### src/rtl/bin2bcd_disp_if.sv
// Handshake and result bundle between a conversion requester and bin2bcd_disp.
// Build option LEADING_ZERO_MASK_EN adds the digit_on leading-zero mask.
interface bin2bcd_disp_if #(
  parameter int BIN_W  = 27,
  parameter int DIGITS = 8
);
  logic                  start;
  logic [BIN_W-1:0]      bin_in;
  logic                  busy;
  logic                  done;
  logic                  overflow;
  logic [4*DIGITS-1:0]   disp_data;
`ifdef LEADING_ZERO_MASK_EN
  logic [DIGITS-1:0]     digit_on;

  modport master (output start, bin_in,
                  input  busy, done, overflow, disp_data, digit_on);
  modport slave  (input  start, bin_in,
                  output busy, done, overflow, disp_data, digit_on);
`else
  modport master (output start, bin_in,
                  input  busy, done, overflow, disp_data);
  modport slave  (input  start, bin_in,
                  output busy, done, overflow, disp_data);
`endif
endinterface

### src/rtl/bin2bcd_disp.sv
// Sequential shift-and-add-3 binary to packed BCD converter for the 8-digit scan driver.
// Build option LEADING_ZERO_MASK_EN adds a registered leading-zero mask (digit_on).
module bin2bcd_disp #(
  parameter int BIN_W  = 27,
  parameter int DIGITS = 8
) (
  input  logic            Clk,
  input  logic            Rst,
  bin2bcd_disp_if.slave   bus
);

  localparam int DW = 4 * DIGITS;
  localparam int CW = (BIN_W > 1) ? $clog2(BIN_W) : 1;

  function automatic logic [63:0] max_value();
    logic [63:0] p;
    p = 64'd1;
    for (int i = 0; i < DIGITS; i++) p = p * 64'd10;
    return p - 64'd1;
  endfunction

  localparam logic [63:0] MAX_VAL = max_value();

  typedef enum logic [1:0] {IDLE, SHIFT, FINISH} state_t;

  state_t              state;
  logic [BIN_W-1:0]    shift_reg;
  logic [DW-1:0]       bcd;
  logic [CW-1:0]       cnt;
  logic                ovf_pending;
  logic                busy_r;
  logic                done_r;
  logic                overflow_r;
  logic [DW-1:0]       disp_r;
  logic [DW-1:0]       bcd_adj;
  logic [DW+BIN_W-1:0] shifted;
  logic [63:0]         bin_ext;

  assign bin_ext = 64'(bus.bin_in);

  // Add-3 correction on every digit that would exceed 9 after doubling.
  always_comb begin
    bcd_adj = bcd;
    for (int i = 0; i < DIGITS; i++) begin
      if (bcd[4*i +: 4] >= 4'd5) bcd_adj[4*i +: 4] = bcd[4*i +: 4] + 4'd3;
    end
  end

  assign shifted = {bcd_adj, shift_reg} << 1;

`ifdef LEADING_ZERO_MASK_EN
  logic [DIGITS-1:0] mask_next;
  logic [DIGITS-1:0] mask_r;
  logic              any_hi;

  always_comb begin
    mask_next = '0;
    any_hi    = 1'b0;
    for (int i = DIGITS - 1; i >= 0; i--) begin
      any_hi       = any_hi | (bcd[4*i +: 4] != 4'd0);
      mask_next[i] = any_hi;
    end
    mask_next[0] = 1'b1;
  end

  always_ff @(posedge Clk) begin
    if (Rst) begin
      mask_r <= DIGITS'(1);
    end else if (state == FINISH) begin
      mask_r <= ovf_pending ? '1 : mask_next;
    end
  end

  assign bus.digit_on = mask_r;
`endif

  always_ff @(posedge Clk) begin
    if (Rst) begin
      state       <= IDLE;
      shift_reg   <= '0;
      bcd         <= '0;
      cnt         <= '0;
      ovf_pending <= 1'b0;
      busy_r      <= 1'b0;
      done_r      <= 1'b0;
      overflow_r  <= 1'b0;
      disp_r      <= '0;
    end else begin
      done_r <= 1'b0;
      case (state)
        IDLE: begin
          if (bus.start) begin
            shift_reg   <= bus.bin_in;
            bcd         <= '0;
            cnt         <= '0;
            ovf_pending <= (bin_ext > MAX_VAL);
            busy_r      <= 1'b1;
            state       <= SHIFT;
          end
        end
        SHIFT: begin
          bcd       <= shifted[DW+BIN_W-1:BIN_W];
          shift_reg <= shifted[BIN_W-1:0];
          cnt       <= cnt + CW'(1);
          if (cnt == CW'(BIN_W - 1)) state <= FINISH;
        end
        FINISH: begin
          disp_r     <= ovf_pending ? {DIGITS{4'h9}} : bcd;
          overflow_r <= ovf_pending;
          done_r     <= 1'b1;
          busy_r     <= 1'b0;
          state      <= IDLE;
        end
        default: state <= IDLE;
      endcase
    end
  end

  assign bus.busy      = busy_r;
  assign bus.done      = done_r;
  assign bus.overflow  = overflow_r;
  assign bus.disp_data = disp_r;

endmodule

### src/flat_wrapper.sv
// flat-port wrapper written by rule: the top's interface ports become plain ports
module bin2bcd_disp_flat 
#(
  parameter int BIN_W  = 27,
  parameter int DIGITS = 8
)
  (Clk, Rst, bus_start, bus_bin_in, bus_busy, bus_done, bus_overflow, bus_disp_data);
  bin2bcd_disp_if #(.BIN_W(BIN_W), .DIGITS(DIGITS)) bus_i ();
  input  logic Clk;
  input  logic Rst;
  input wire logic [$bits(bus_i.start)-1:0] bus_start;
  input wire logic [$bits(bus_i.bin_in)-1:0] bus_bin_in;
  output wire logic [$bits(bus_i.busy)-1:0] bus_busy;
  output wire logic [$bits(bus_i.done)-1:0] bus_done;
  output wire logic [$bits(bus_i.overflow)-1:0] bus_overflow;
  output wire logic [$bits(bus_i.disp_data)-1:0] bus_disp_data;
  assign bus_i.start = bus_start;
  assign bus_i.bin_in = bus_bin_in;
  assign bus_busy = bus_i.busy;
  assign bus_done = bus_i.done;
  assign bus_overflow = bus_i.overflow;
  assign bus_disp_data = bus_i.disp_data;
  bin2bcd_disp #(.BIN_W(BIN_W), .DIGITS(DIGITS)) u_core (.Clk(Clk), .Rst(Rst), .bus(bus_i));
endmodule
### config.mk
export PLATFORM = sky130hd
export DESIGN_NAME = bin2bcd_disp_flat
export DESIGN_NICKNAME = d
export VERILOG_FILES = /design/src/rtl/bin2bcd_disp_if.sv /design/src/rtl/bin2bcd_disp.sv /design/src/flat_wrapper.sv
export SDC_FILE = /design/constraint.sdc
export NUM_CORES = 1
export LEC_CHECK = 0
export CAP_MARGIN = 20
export CORE_AREA = 2 2 94 96
export CTS_CLUSTER_SIZE = 12
export DETAILED_ROUTE_END_ITERATION = 8
export DIE_AREA = 0 0 96 98
export MAX_ROUTING_LAYER = met4
export PLACE_DENSITY = 0.77
export SYNTH_ARGS = -nofsm -noshare
export SYNTH_HDL_FRONTEND = slang
export SYNTH_SLANG_ARGS = --single-unit
### constraint.sdc
create_clock -name Clk -period 2.1 [get_ports Clk]
set_input_delay 0.21 -clock Clk [delete_from_list [all_inputs] [get_ports Clk]]
set_output_delay 0.21 -clock Clk [all_outputs]
set_load 0.02 [all_outputs]
==> metrics <==
status finished clean; Congestion Overflow GR 0; combinational share of power 0.089; core outline area 8470 um2; number of enable flip-flop cells after synthesis 0; pin count of the biggest net entering global routing 34; Synth area leader dfxtp_1; Post-Route WL 10.2 mm; xor/xnor share of the synthesized area 0.0280; drt first pass iters 5; Final Max Tran Viols 0; WL met1 4.50 mm; Final Hold Fails 0; TNS Setup 0 ns; first-pass GRT wire length 16.6 mm; Peak VDD IR 0.000404 V; # DRC 0; Worst path slowest cell nor2b_1; clock share of power 0.351; Reg2Reg Depth 4; Seq/Total Area, Yosys 0.466; complex-gate fraction of the synthesized area 0.188; P_int 0.00272 W; Synth Instances 489; IO Count 65; largest family of logic cells by synthesized area simple AND/OR/NAND/NOR gates; Rel. slew slack 0.320; Initial DRC Count 187; Post-CTS Setup Bufs 0; Final nets 596; CP startpoint u_core.state[0]; final setup fails 0; worst r2r src u_core.state[0]; startpoint types flop; # Max-Cap Violations 0; CTS max path bufs 2; Post-Place Cells 644; share of cells above drive strength 1 0.0705; clk sinks 102; fillers 720; register bit total from synthesis 102; Worst Setup End Kind flop; Die W 96 um; hold buffer count at CTS 0; Synth Area in Simple Gates 0.195; switching share of power 0.249; vias in the first global route 3,568; end point of the critical path u_core.cnt[4]; initial antenna violation count 0; mux share of post-synthesis cell area 0.0209; CP max FO 10; Top Metal Used met4; post-detail-place hpwl 6.96 mm; die area 9410 um2; FF-to-FF setup slack 0.39 ns; number of synthesis warnings 0; RSZ-0062 raised after global routing false; Async S/R FF share, synth 0; Avg Inst Size Synth 8.96 um2; RD Place Congestion 0.830; DR WL met2 5.03 mm; initial core utilization 0.517; reg-to-reg critical path endpoint u_core.cnt[4]; FP Rows 34; Cell Chain, Critical Path nor2b_1 > nand4_1 > or2_2 > a21oi_1; CTS buffer count 9; Routed Antenna Nets 0; CTS resizes 0; fmax 586 MHz; P&R area growth vs syn 22.1%; final worst path period share 0.812; worst-margin pin slew 1.02 ns; vias per cell 5.78; CTS tree built; Min Clock Period, post-route 1.71 ns; Avg WL per Cell 15.4 um; Clock Tree Root clkbuf_8; Psw 0.000901 W; Post-Syn Area 4380 um2; Cell variety after synth 44; post-route core utilization 0.632; clock slew seen by the registers of the worst setup and hold paths 0.09 ns; ys flop type dfxtp_1; routed wl met3 485 um; crit path DAT 2.00 ns; CP max stage delay 0.51 ns; Crit Path Class flop to flop; post-route cell area 5350 um2; adder-cell area share of the yosys netlist 0.0514; largest cells by area after synthesis dfxtp_1 47%, a22o_1 6.6%, nor2_1 6.3%, ha_1 5.1%, nor3_1 5.0%; P_leak 2.02 nW; Worst-Skew Late Latency 0.37 ns; non-filler cells, final 661; PwrDens 678 nW/um2; syn nets 537; dpl cell area 5130 um2; Die H 98 um; top-area cell type share of the netlist area 0.466; n_diodes 0; total global-route track usage 0.227; Critical Path RT 2.40 ns; H-tree depth 3; skew final 0.00973 ns; sequential power share 0.560; total number of vias 3,823; worst hold path class flop to flop; PortBufs 64
## Yosys cell counts, types with 5 or more instances
cell / instances
nor3_1: 44
nand3_1: 11
buf_2: 10
ha_1: 18
a21oi_1: 29
nand2b_1: 10
mux2i_1: 8
xor2_1: 6
a22o_1: 33
or3_1: 6
clkbuf_1: 18
o21ai_0: 18
o221ai_1: 24
nor2_1: 73
nor2b_1: 5
dfxtp_1: 102
inv_1: 17
nand2_1: 16
xnor2_1: 8
## critical path, delay by kind of cell (launching register included)
family           cells  cell delay (ns)
AO/OA/AOI/OAI        1             0.13
flip-flops           1             0.50
AND/OR/NAND/NOR      3             1.01
## layout by cell type, fill, tap and decap left out, types with 2 or more instances in the layout
cell and n:
or3_1 6, inv_1 17, xnor2_1 8, clkinv_4 2, xor2_1 6, clkbuf_8 10, nor2_1 73, a22o_1 33
nand4_1 3, nand2_1 16, nor2b_1 5, o31ai_1 3, clkdlybuf4s50_1 64, ha_1 18, and2_1 2, dfxtp_1 102
o221ai_1 24, nand4b_1 2, nor3_1 44, mux2i_1 8, nand3_1 11, nand2b_1 10, o21ai_0 18, buf_4 16
a21oi_1 29
## cells by family after synthesis
family,Yosys count
flip-flops,102
AND/OR/NAND/NOR,180
multiplexers,9
adder cells (fa/ha/maj),18
AO/OA/AOI/OAI,115
buffers and inverters,51
XOR/XNOR,14
## worst min-delay path by stage
stage / from / end / slack, ns / cells after the start
floorplan: bus_bin_in[12] / u_core.shift_reg[12] / 0.33 / 2
CTS: bus_bin_in[7] / u_core.shift_reg[7] / 0.46 / 3
global placement: u_core.shift_reg[10] / u_core.shift_reg[10] / 0.45 / 2
detailed placement: u_core.bus.overflow / u_core.bus.overflow / 0.45 / 2
global route: bus_bin_in[2] / u_core.shift_reg[2] / 0.48 / 3
finish: u_core.bus.overflow / u_core.bus.overflow / 0.47 / 2
## per-layer routing
metal,GRT usage,up-vias
li1,-,1861
met1,0.280,1832
met2,0.380,120
met3,0.0324,10
met4,0.0703,0
met5,-,-
## cell type report
type | instances | area [um2] | share of cell area
tap | 108 | 135 | 0.0253
clock inverter | 6 | 68.8 | 0.0129
inverter | 18 | 67.6 | 0.0126
timing repair buffer | 81 | 781 | 0.146
sequential | 102 | 2040 | 0.382
clock buffer | 10 | 138 | 0.0257
multi-input combinational | 336 | 2110 | 0.396
## power by group through the flow
stage               Sequential [W]  Clock, W  Combinational (W)
floorplan                  0.00206         0           0.000189
global placement           0.00207         0           0.000310
finish                     0.00203   0.00127           0.000324
CTS                        0.00203   0.00130           0.000321
global route               0.00203   0.00137           0.000353
detailed placement         0.00207         0           0.000320
## metrics by stage
step                hold WS (ns)  setup WS [ns]  total power [W]
finish                     0.466          0.394          0.00362
global route               0.483          0.267          0.00376
CTS                        0.457          0.323          0.00365
detailed placement         0.450         0.0878          0.00239
global placement           0.446          0.138          0.00238
floorplan                  0.331          0.631          0.00225
Note: power is estimated with default switching activity, not from simulation.
